--- src/rtl/ntt_operand_feeder_if.sv ---
// Operand bus from the NTT issue stage to the butterfly, with a ready/valid handshake.
interface ntt_operand_feeder_if #(
    parameter int unsigned LOGN = 8,
    parameter int unsigned Q_W  = 23
);
    logic            valid_o;
    logic            ready_i;
    logic [Q_W:0]    a_o;
    logic [Q_W:0]    b_o;
    logic [Q_W-1:0]  twiddle_o;
    logic            sel_butterfly_o;
    logic            sel_red_o;
    logic [LOGN-1:0] wr_addr_a_o;
    logic [LOGN-1:0] wr_addr_b_o;

    modport master (
        output valid_o, a_o, b_o, twiddle_o, sel_butterfly_o, sel_red_o,
               wr_addr_a_o, wr_addr_b_o,
        input  ready_i
    );

    modport slave (
        input  valid_o, a_o, b_o, twiddle_o, sel_butterfly_o, sel_red_o,
               wr_addr_a_o, wr_addr_b_o,
        output ready_i
    );
endinterface

--- src/rtl/ntt_operand_feeder.sv ---
// NTT issue stage: walks all stages of a CT/GS transform, reads coefficient pairs and twiddles,
// and presents aligned operand sets to the butterfly behind a ready/valid handshake with a 1-entry skid.
module ntt_operand_feeder #(
    parameter int unsigned LOGN     = 8,
    parameter int unsigned Q_W      = 23,
    parameter int unsigned PIPE_LAT = 4
) (
    input  logic            clk_i,
    input  logic            rst_i,
    input  logic            start_i,
    input  logic            mode_i,
    output logic            busy_o,
    output logic            done_o,
    output logic            rd_en_o,
    output logic [LOGN-1:0] rd_addr_a_o,
    output logic [LOGN-1:0] rd_addr_b_o,
    output logic [LOGN-1:0] tw_addr_o,
    input  logic [Q_W-1:0]  rd_data_a_i,
    input  logic [Q_W-1:0]  rd_data_b_i,
    input  logic [Q_W-1:0]  tw_data_i,
    ntt_operand_feeder_if.master op
);
    localparam int unsigned N     = 1 << LOGN;
    localparam int unsigned PAIRS = N / 2;
    localparam int unsigned SW    = (LOGN > 1) ? $clog2(LOGN) : 1;
    localparam int unsigned DW    = (PIPE_LAT > 1) ? $clog2(PIPE_LAT) : 1;
    localparam int unsigned CW    = LOGN;
    localparam int unsigned OW    = 1 + 2 * LOGN + Q_W + 2 * (Q_W + 1);

    typedef enum logic [1:0] {IDLE, ISSUE, DRAIN, DONE} state_t;

    state_t          state;
    logic [SW-1:0]   stage;
    logic [CW-1:0]   p_cnt;
    logic [CW-1:0]   x_cnt;
    logic [DW-1:0]   drain_cnt;
    logic            mode_r;
    logic            inflight_valid;
    logic            inflight_red;
    logic [LOGN-1:0] inflight_wa;
    logic [LOGN-1:0] inflight_wb;
    logic            skid_valid;
    logic [OW-1:0]   skid;
    logic [OW-1:0]   arrival;
    logic            xfer;

    // Returns {tw_addr, rd_addr_b, rd_addr_a} for pair p of stage s.
    function automatic logic [3*LOGN-1:0] pair_addr(input logic [SW-1:0] s,
                                                    input logic [CW-1:0] p,
                                                    input logic inv);
        int unsigned lg, len, blk, off, a, tw;
        lg  = inv ? 32'(s) : (LOGN - 1 - 32'(s));
        len = 32'(1) << lg;
        blk = 32'(p) >> lg;
        off = 32'(p) & (len - 1);
        a   = (blk << (lg + 1)) | off;
        tw  = inv ? ((N >> lg) - 1 - blk) : ((N >> (lg + 1)) + blk);
        return {LOGN'(tw), LOGN'(a + len), LOGN'(a)};
    endfunction

    assign rd_en_o = (state == ISSUE) && (p_cnt < CW'(PAIRS)) && !skid_valid
                     && !(op.valid_o && !op.ready_i);
    assign xfer    = op.valid_o && op.ready_i;
    assign arrival = {inflight_red, inflight_wb, inflight_wa, tw_data_i,
                      1'b0, rd_data_b_i, 1'b0, rd_data_a_i};
    assign op.sel_butterfly_o = mode_r;

    always_ff @(posedge clk_i) begin
        if (rst_i) begin
            state          <= IDLE;
            stage          <= '0;
            p_cnt          <= '0;
            x_cnt          <= '0;
            drain_cnt      <= '0;
            mode_r         <= 1'b0;
            busy_o         <= 1'b0;
            done_o         <= 1'b0;
            rd_addr_a_o    <= '0;
            rd_addr_b_o    <= '0;
            tw_addr_o      <= '0;
            inflight_valid <= 1'b0;
            inflight_red   <= 1'b0;
            inflight_wa    <= '0;
            inflight_wb    <= '0;
            skid_valid     <= 1'b0;
            skid           <= '0;
            op.valid_o     <= 1'b0;
            {op.sel_red_o, op.wr_addr_b_o, op.wr_addr_a_o, op.twiddle_o, op.b_o, op.a_o} <= '0;
        end else begin
            done_o         <= 1'b0;
            inflight_valid <= rd_en_o;

            // Issue side: capture the sideband of this read and precompute the next pair's addresses.
            if (rd_en_o) begin
                inflight_wa  <= rd_addr_a_o;
                inflight_wb  <= rd_addr_b_o;
                inflight_red <= (stage == SW'(LOGN - 1));
                p_cnt        <= p_cnt + CW'(1);
                {tw_addr_o, rd_addr_b_o, rd_addr_a_o} <= pair_addr(stage, p_cnt + CW'(1), mode_r);
            end

            // Output side: the skid always holds the older operand set, so it drains first.
            if (!op.valid_o || op.ready_i) begin
                if (skid_valid) begin
                    op.valid_o <= 1'b1;
                    {op.sel_red_o, op.wr_addr_b_o, op.wr_addr_a_o, op.twiddle_o, op.b_o, op.a_o} <= skid;
                    skid_valid <= inflight_valid;
                    if (inflight_valid) skid <= arrival;
                end else if (inflight_valid) begin
                    op.valid_o <= 1'b1;
                    {op.sel_red_o, op.wr_addr_b_o, op.wr_addr_a_o, op.twiddle_o, op.b_o, op.a_o} <= arrival;
                end else begin
                    op.valid_o <= 1'b0;
                end
            end else if (inflight_valid) begin
                skid_valid <= 1'b1;
                skid       <= arrival;
            end

            case (state)
                IDLE: begin
                    if (start_i) begin
                        state  <= ISSUE;
                        busy_o <= 1'b1;
                        mode_r <= mode_i;
                        stage  <= '0;
                        p_cnt  <= '0;
                        x_cnt  <= '0;
                        {tw_addr_o, rd_addr_b_o, rd_addr_a_o} <= pair_addr(SW'(0), CW'(0), mode_i);
                    end
                end
                ISSUE: begin
                    if (xfer) begin
                        if (x_cnt == CW'(PAIRS - 1)) begin
                            state     <= DRAIN;
                            drain_cnt <= '0;
                        end else begin
                            x_cnt <= x_cnt + CW'(1);
                        end
                    end
                end
                DRAIN: begin
                    // Hold off the next stage until the butterfly has written this stage back.
                    if (drain_cnt == DW'(PIPE_LAT - 1)) begin
                        if (stage == SW'(LOGN - 1)) begin
                            state  <= DONE;
                            done_o <= 1'b1;
                            busy_o <= 1'b0;
                        end else begin
                            state <= ISSUE;
                            stage <= stage + SW'(1);
                            p_cnt <= '0;
                            x_cnt <= '0;
                            {tw_addr_o, rd_addr_b_o, rd_addr_a_o} <= pair_addr(stage + SW'(1), CW'(0), mode_r);
                        end
                    end else begin
                        drain_cnt <= drain_cnt + DW'(1);
                    end
                end
                default: state <= IDLE;
            endcase
        end
    end
endmodule

--- src/flat_wrapper.sv ---
// flat-port wrapper written by rule: the top's interface ports become plain ports
module ntt_operand_feeder_flat 
#(
    parameter int unsigned LOGN     = 8,
    parameter int unsigned Q_W      = 23,
    parameter int unsigned PIPE_LAT = 4
)
  (clk_i, rst_i, start_i, mode_i, busy_o, done_o, rd_en_o, rd_addr_a_o, rd_addr_b_o, tw_addr_o, rd_data_a_i, rd_data_b_i, tw_data_i, op_valid_o, op_a_o, op_b_o, op_twiddle_o, op_sel_butterfly_o, op_sel_red_o, op_wr_addr_a_o, op_wr_addr_b_o, op_ready_i);
  ntt_operand_feeder_if #(.LOGN(LOGN), .Q_W(Q_W)) op_i ();
  input  logic clk_i;
  input  logic rst_i;
  input  logic start_i;
  input  logic mode_i;
  output logic busy_o;
  output logic done_o;
  output logic rd_en_o;
  output logic [LOGN-1:0] rd_addr_a_o;
  output logic [LOGN-1:0] rd_addr_b_o;
  output logic [LOGN-1:0] tw_addr_o;
  input  logic [Q_W-1:0] rd_data_a_i;
  input  logic [Q_W-1:0] rd_data_b_i;
  input  logic [Q_W-1:0] tw_data_i;
  output wire logic [$bits(op_i.valid_o)-1:0] op_valid_o;
  output wire logic [$bits(op_i.a_o)-1:0] op_a_o;
  output wire logic [$bits(op_i.b_o)-1:0] op_b_o;
  output wire logic [$bits(op_i.twiddle_o)-1:0] op_twiddle_o;
  output wire logic [$bits(op_i.sel_butterfly_o)-1:0] op_sel_butterfly_o;
  output wire logic [$bits(op_i.sel_red_o)-1:0] op_sel_red_o;
  output wire logic [$bits(op_i.wr_addr_a_o)-1:0] op_wr_addr_a_o;
  output wire logic [$bits(op_i.wr_addr_b_o)-1:0] op_wr_addr_b_o;
  input wire logic [$bits(op_i.ready_i)-1:0] op_ready_i;
  assign op_valid_o = op_i.valid_o;
  assign op_a_o = op_i.a_o;
  assign op_b_o = op_i.b_o;
  assign op_twiddle_o = op_i.twiddle_o;
  assign op_sel_butterfly_o = op_i.sel_butterfly_o;
  assign op_sel_red_o = op_i.sel_red_o;
  assign op_wr_addr_a_o = op_i.wr_addr_a_o;
  assign op_wr_addr_b_o = op_i.wr_addr_b_o;
  assign op_i.ready_i = op_ready_i;
  ntt_operand_feeder #(.LOGN(LOGN), .Q_W(Q_W), .PIPE_LAT(PIPE_LAT)) u_core (.clk_i(clk_i), .rst_i(rst_i), .start_i(start_i), .mode_i(mode_i), .busy_o(busy_o), .done_o(done_o), .rd_en_o(rd_en_o), .rd_addr_a_o(rd_addr_a_o), .rd_addr_b_o(rd_addr_b_o), .tw_addr_o(tw_addr_o), .rd_data_a_i(rd_data_a_i), .rd_data_b_i(rd_data_b_i), .tw_data_i(tw_data_i), .op(op_i));
endmodule
--- config.mk ---
export PLATFORM = sky130hd
export DESIGN_NAME = ntt_operand_feeder_flat
export DESIGN_NICKNAME = d
export VERILOG_FILES = /design/src/rtl/ntt_operand_feeder_if.sv /design/src/rtl/ntt_operand_feeder.sv /design/src/flat_wrapper.sv
export SDC_FILE = /design/constraint.sdc
export NUM_CORES = 1
export LEC_CHECK = 0
export CAP_MARGIN = 20
export CORE_MARGIN = 3
export CORE_UTILIZATION = 40
export DETAILED_ROUTE_END_ITERATION = 10
export GPL_TIMING_DRIVEN = 0
export PLACE_DENSITY = 0.7
export SLEW_MARGIN = 0
export SYNTH_ARGS = -nofsm -noshare
export SYNTH_HDL_FRONTEND = slang
export SYNTH_SLANG_ARGS = --single-unit
--- constraint.sdc ---
create_clock -name clk_i -period 5.7 [get_ports clk_i]
set_input_delay 1.425 -clock clk_i [delete_from_list [all_inputs] [get_ports clk_i]]
set_output_delay 1.425 -clock clk_i [all_outputs]
set_load 0.02 [all_outputs]
==> results.cfg <==
[power_and_ir_drop]
p_sw_frac = 0.2651
irDropWorstVdd_mv = 0.1930
p_seq_frac = 0.459
power.internal_w = 0.002854
p_switching_w = 0.001030
finalPower_w = 0.003884
power_frac_clock = 0.389
p_per_area_mw_per_mm2 = 253.9
p_comb_frac = 0.152
p_leak_nw = 5.065

[finish]
layout_common_cells = nand2_1, dfxtp_1, clkdlybuf4s50_1, nor2_1, a21oi_1
final_cells = 2135
fin_util = 0.5120
fillerInstances = 2850
layout_commonest_cell = nand2_1
antenna_cells = 0
drive_gt1_frac = 0.04011
area_delta_synth_final_pct = 25.49
design_area_sq_mm = 0.01530
nets = 1846

[drt]
drc = 0
vias_per_cell = 5.516
wl_per_cell_microns = 18.61
drt-initial-drc-count = 728
antenna_left = 0
drtPass1Iterations = 5
via_count = 11780
routed_wl_mm = 39.73

[clock_network]
htree_num_levels = 1
cts.path.max_buffers = 3
clkTransAtPathRegs_ps = 60
hold_buffers = 0
cts.sinks = 242
clk_latency_ps = 520
cts_made_buffers = 25
root_buffer = clkbuf_16
cts_tree = yes

[place]
dpl.cell_count = 2095
placed_cell_area_sq_mm = 0.01455
io_buffers = 187
pre_cts_ws_ps = -271.6
dp_hpwl_mm = 30.47
place.gp.congestion = 0.9743

[critical_path]
cp_cell_sequence = clkdlybuf4s50_1, nor2b_1, clkbuf_1, nor3_1, nand2_1, clkinvlp_4, buf_2, clkdlybuf4s50_1
crit_path_max_incr_delay_ps = 650
arrival_ps = 4110
critPathKind = in2out
crit_slowest_cell = clkdlybuf4s50_1
startpoint_type = primary input
worstSetupEndpointType = output pin
crit_required_ps = 4280
path_common_cell = clkdlybuf4s50_1
crit_path_max_fanout = 12

[logic_synthesis]
ys_seq_area_frac = 0.3975
netlist-cell-type-count = 73
syn_inst = 1517
yosys_register_bits = 242
yosysTopAreaCellShare = 0.3975
synthFlopType = dfxtp_1
synth_edf_count = 0
postSynthAreaPerCell_sq_um = 8.035
yosys_warnings = 0
synth_area_leaders = dfxtp_1, nand2_1, mux2i_1
async_flop_share = 0
synth_top_area_cell = dfxtp_1
netlist_area_sq_mm = 0.01219

[timing]
rsz0062_at_grt = false
worstMarginPinSlew_ps = 1138
clock_skew_ps = 7.525
fin_crit_sh = 0.9704
finalCriticalPeriod_ps = 5531
max_slew_margin = 0.2387
setup_viol = 0
finalHoldViolCount = 0
fmax_mhz = 180.8
fin_ws_ps = 168.9
maxSlewViolCount = 0

[min_path]
hold_path.class = reg2reg

[run]
maxCapViolCount = 0

[floorplanning]
fp.dieH_microns = 180.6
rows = 63
start_util = 0.4080
die_w_microns = 180.6
pin_count = 191
design.die.area_sq_mm = 0.03260
core_sq_mm = 0.02987

[global_route]
overflow = 0
grt_pass1_vias = 11020
antenna_found_initial = 0
grtUsageTotal = 0.2324
grt_max_degree = 13
grt_pass1_wl_mm = 62.05

[run_status]
status = completed
==> synth_stat cells, drive strengths merged, types with 3 or more instances <==
cell type,instances
nand2,275
dfxtp,242
nor2,164
a21oi,156
a211oi,94
mux2i,94
clkbuf,87
o21ai,57
ha,38
buf,31
inv,30
nand3,23
xnor2,19
nor3,18
nor2b,17
xor2,16
o211ai,15
a31oi,10
nand2b,10
o21a,10
and2,9
and3,9
nand4,9
or3,8
a22oi,7
o31ai,6
a21o,5
a32oi,5
a31o,4
nand3b,4
a2bb2oi,3
fa,3
o21bai,3
o2bb2ai,3
o32ai,3
==> power groups by stage <==
stage / Sequential, W / Combinational [W] / Clock, W
global route: 0.00179 / 0.000637 / 0.00160
finish: 0.00178 / 0.000592 / 0.00151
global placement: 0.00182 / 0.000581 / 0
CTS: 0.00178 / 0.000588 / 0.00153
floorplan: 0.00186 / 0.000272 / 0
detailed placement: 0.00182 / 0.000585 / 0
==> layer usage <==
metal,up-vias,part of all wire,track usage
met1,5547,0.45,0.3175
met3,72,0.060,0.03149
li1,5732,-,-
met2,426,0.45,0.3806
met4,0,0.033,0.07676
met5,-,0,0
==> flip-flops by register name, summed over array words and instances, names as in the netlist, 2 cells and up <==
signal / flops
u_core.op.wr_addr_b_o: 8
u_core.inflight_wa: 8
u_core.op.wr_addr_a_o: 8
u_core.op.a_o: 23
u_core.skid: 86
u_core.rd_addr_a_o: 8
u_core.state: 2
u_core.rd_addr_b_o: 8
u_core.op.b_o: 23
u_core.op.twiddle_o: 23
u_core.stage: 3
u_core.tw_addr_o: 8
u_core.drain_cnt: 2
u_core.inflight_wb: 8
u_core.x_cnt: 8
u_core.p_cnt: 8
==> layout make-up <==
type                            instances  area (sq um)  area share
Buffer                                117         485.5     0.03174
Clock buffer                           39         728.2     0.04761
Clock inverter                          2         13.76   0.0008998
Inverter                               30         116.4    0.007607
Multi-Input combinational cell       1128          6748      0.4411
Sequential cell                       242          4845      0.3167
Tap cell                              390         488.0     0.03190
Timing Repair Buffer                  187          1872      0.1224
==> through the flow <==
stage	hold WS, ps	setup TNS [ps]
2_1_floorplan	436.0	0
3_3_place_gp	440.8	-232.2
3_5_place_dp	446.1	-271.6
4_1_cts	454.3	0
5_1_grt	470.2	0
6_report	452.4	0
==> final timing paths <==
kind / startpoint / cells past startpoint / endpoint / slack [ps]
max: op_ready_i / 8 / rd_en_o / 170
min reg2reg: u_core.skid[3] / 2 / u_core.skid[3] / 450
min: u_core.skid[3] / 2 / u_core.skid[3] / 450
max reg2reg: u_core.op.sel_butterfly_o / 19 / u_core.rd_addr_b_o[6] / 940
==> timing repair <==
item | CTS | global route
resized for setup | 1 | 1
setup endpoints to repair | 1 | 1
setup buffers | 0 | 0
pin swaps | 0 | 0
==> critical path, delay by kind of cell <==
| kind | cells | cell delay [ps] |
|---|---|---|
| buf+inv | 5 | 1930 |
| simple gates | 3 | 750 |
==> cell families (layout without fill, tap and decap cells) <==
logic type               after synthesis  after routing  synth area share
AO/OA/AOI/OAI                        401            401            0.2106
XOR/XNOR                              35             35           0.02700
adder cells (fa/ha/maj)               41             41           0.04393
buffers and inverters                148            375           0.04927
flip-flops                           242            242            0.3975
multiplexers                          95             95           0.07904
other                                  1              2         0.0003076
AND/OR/NAND/NOR                      554            554            0.1924
Power figures use the tool's default switching activity.
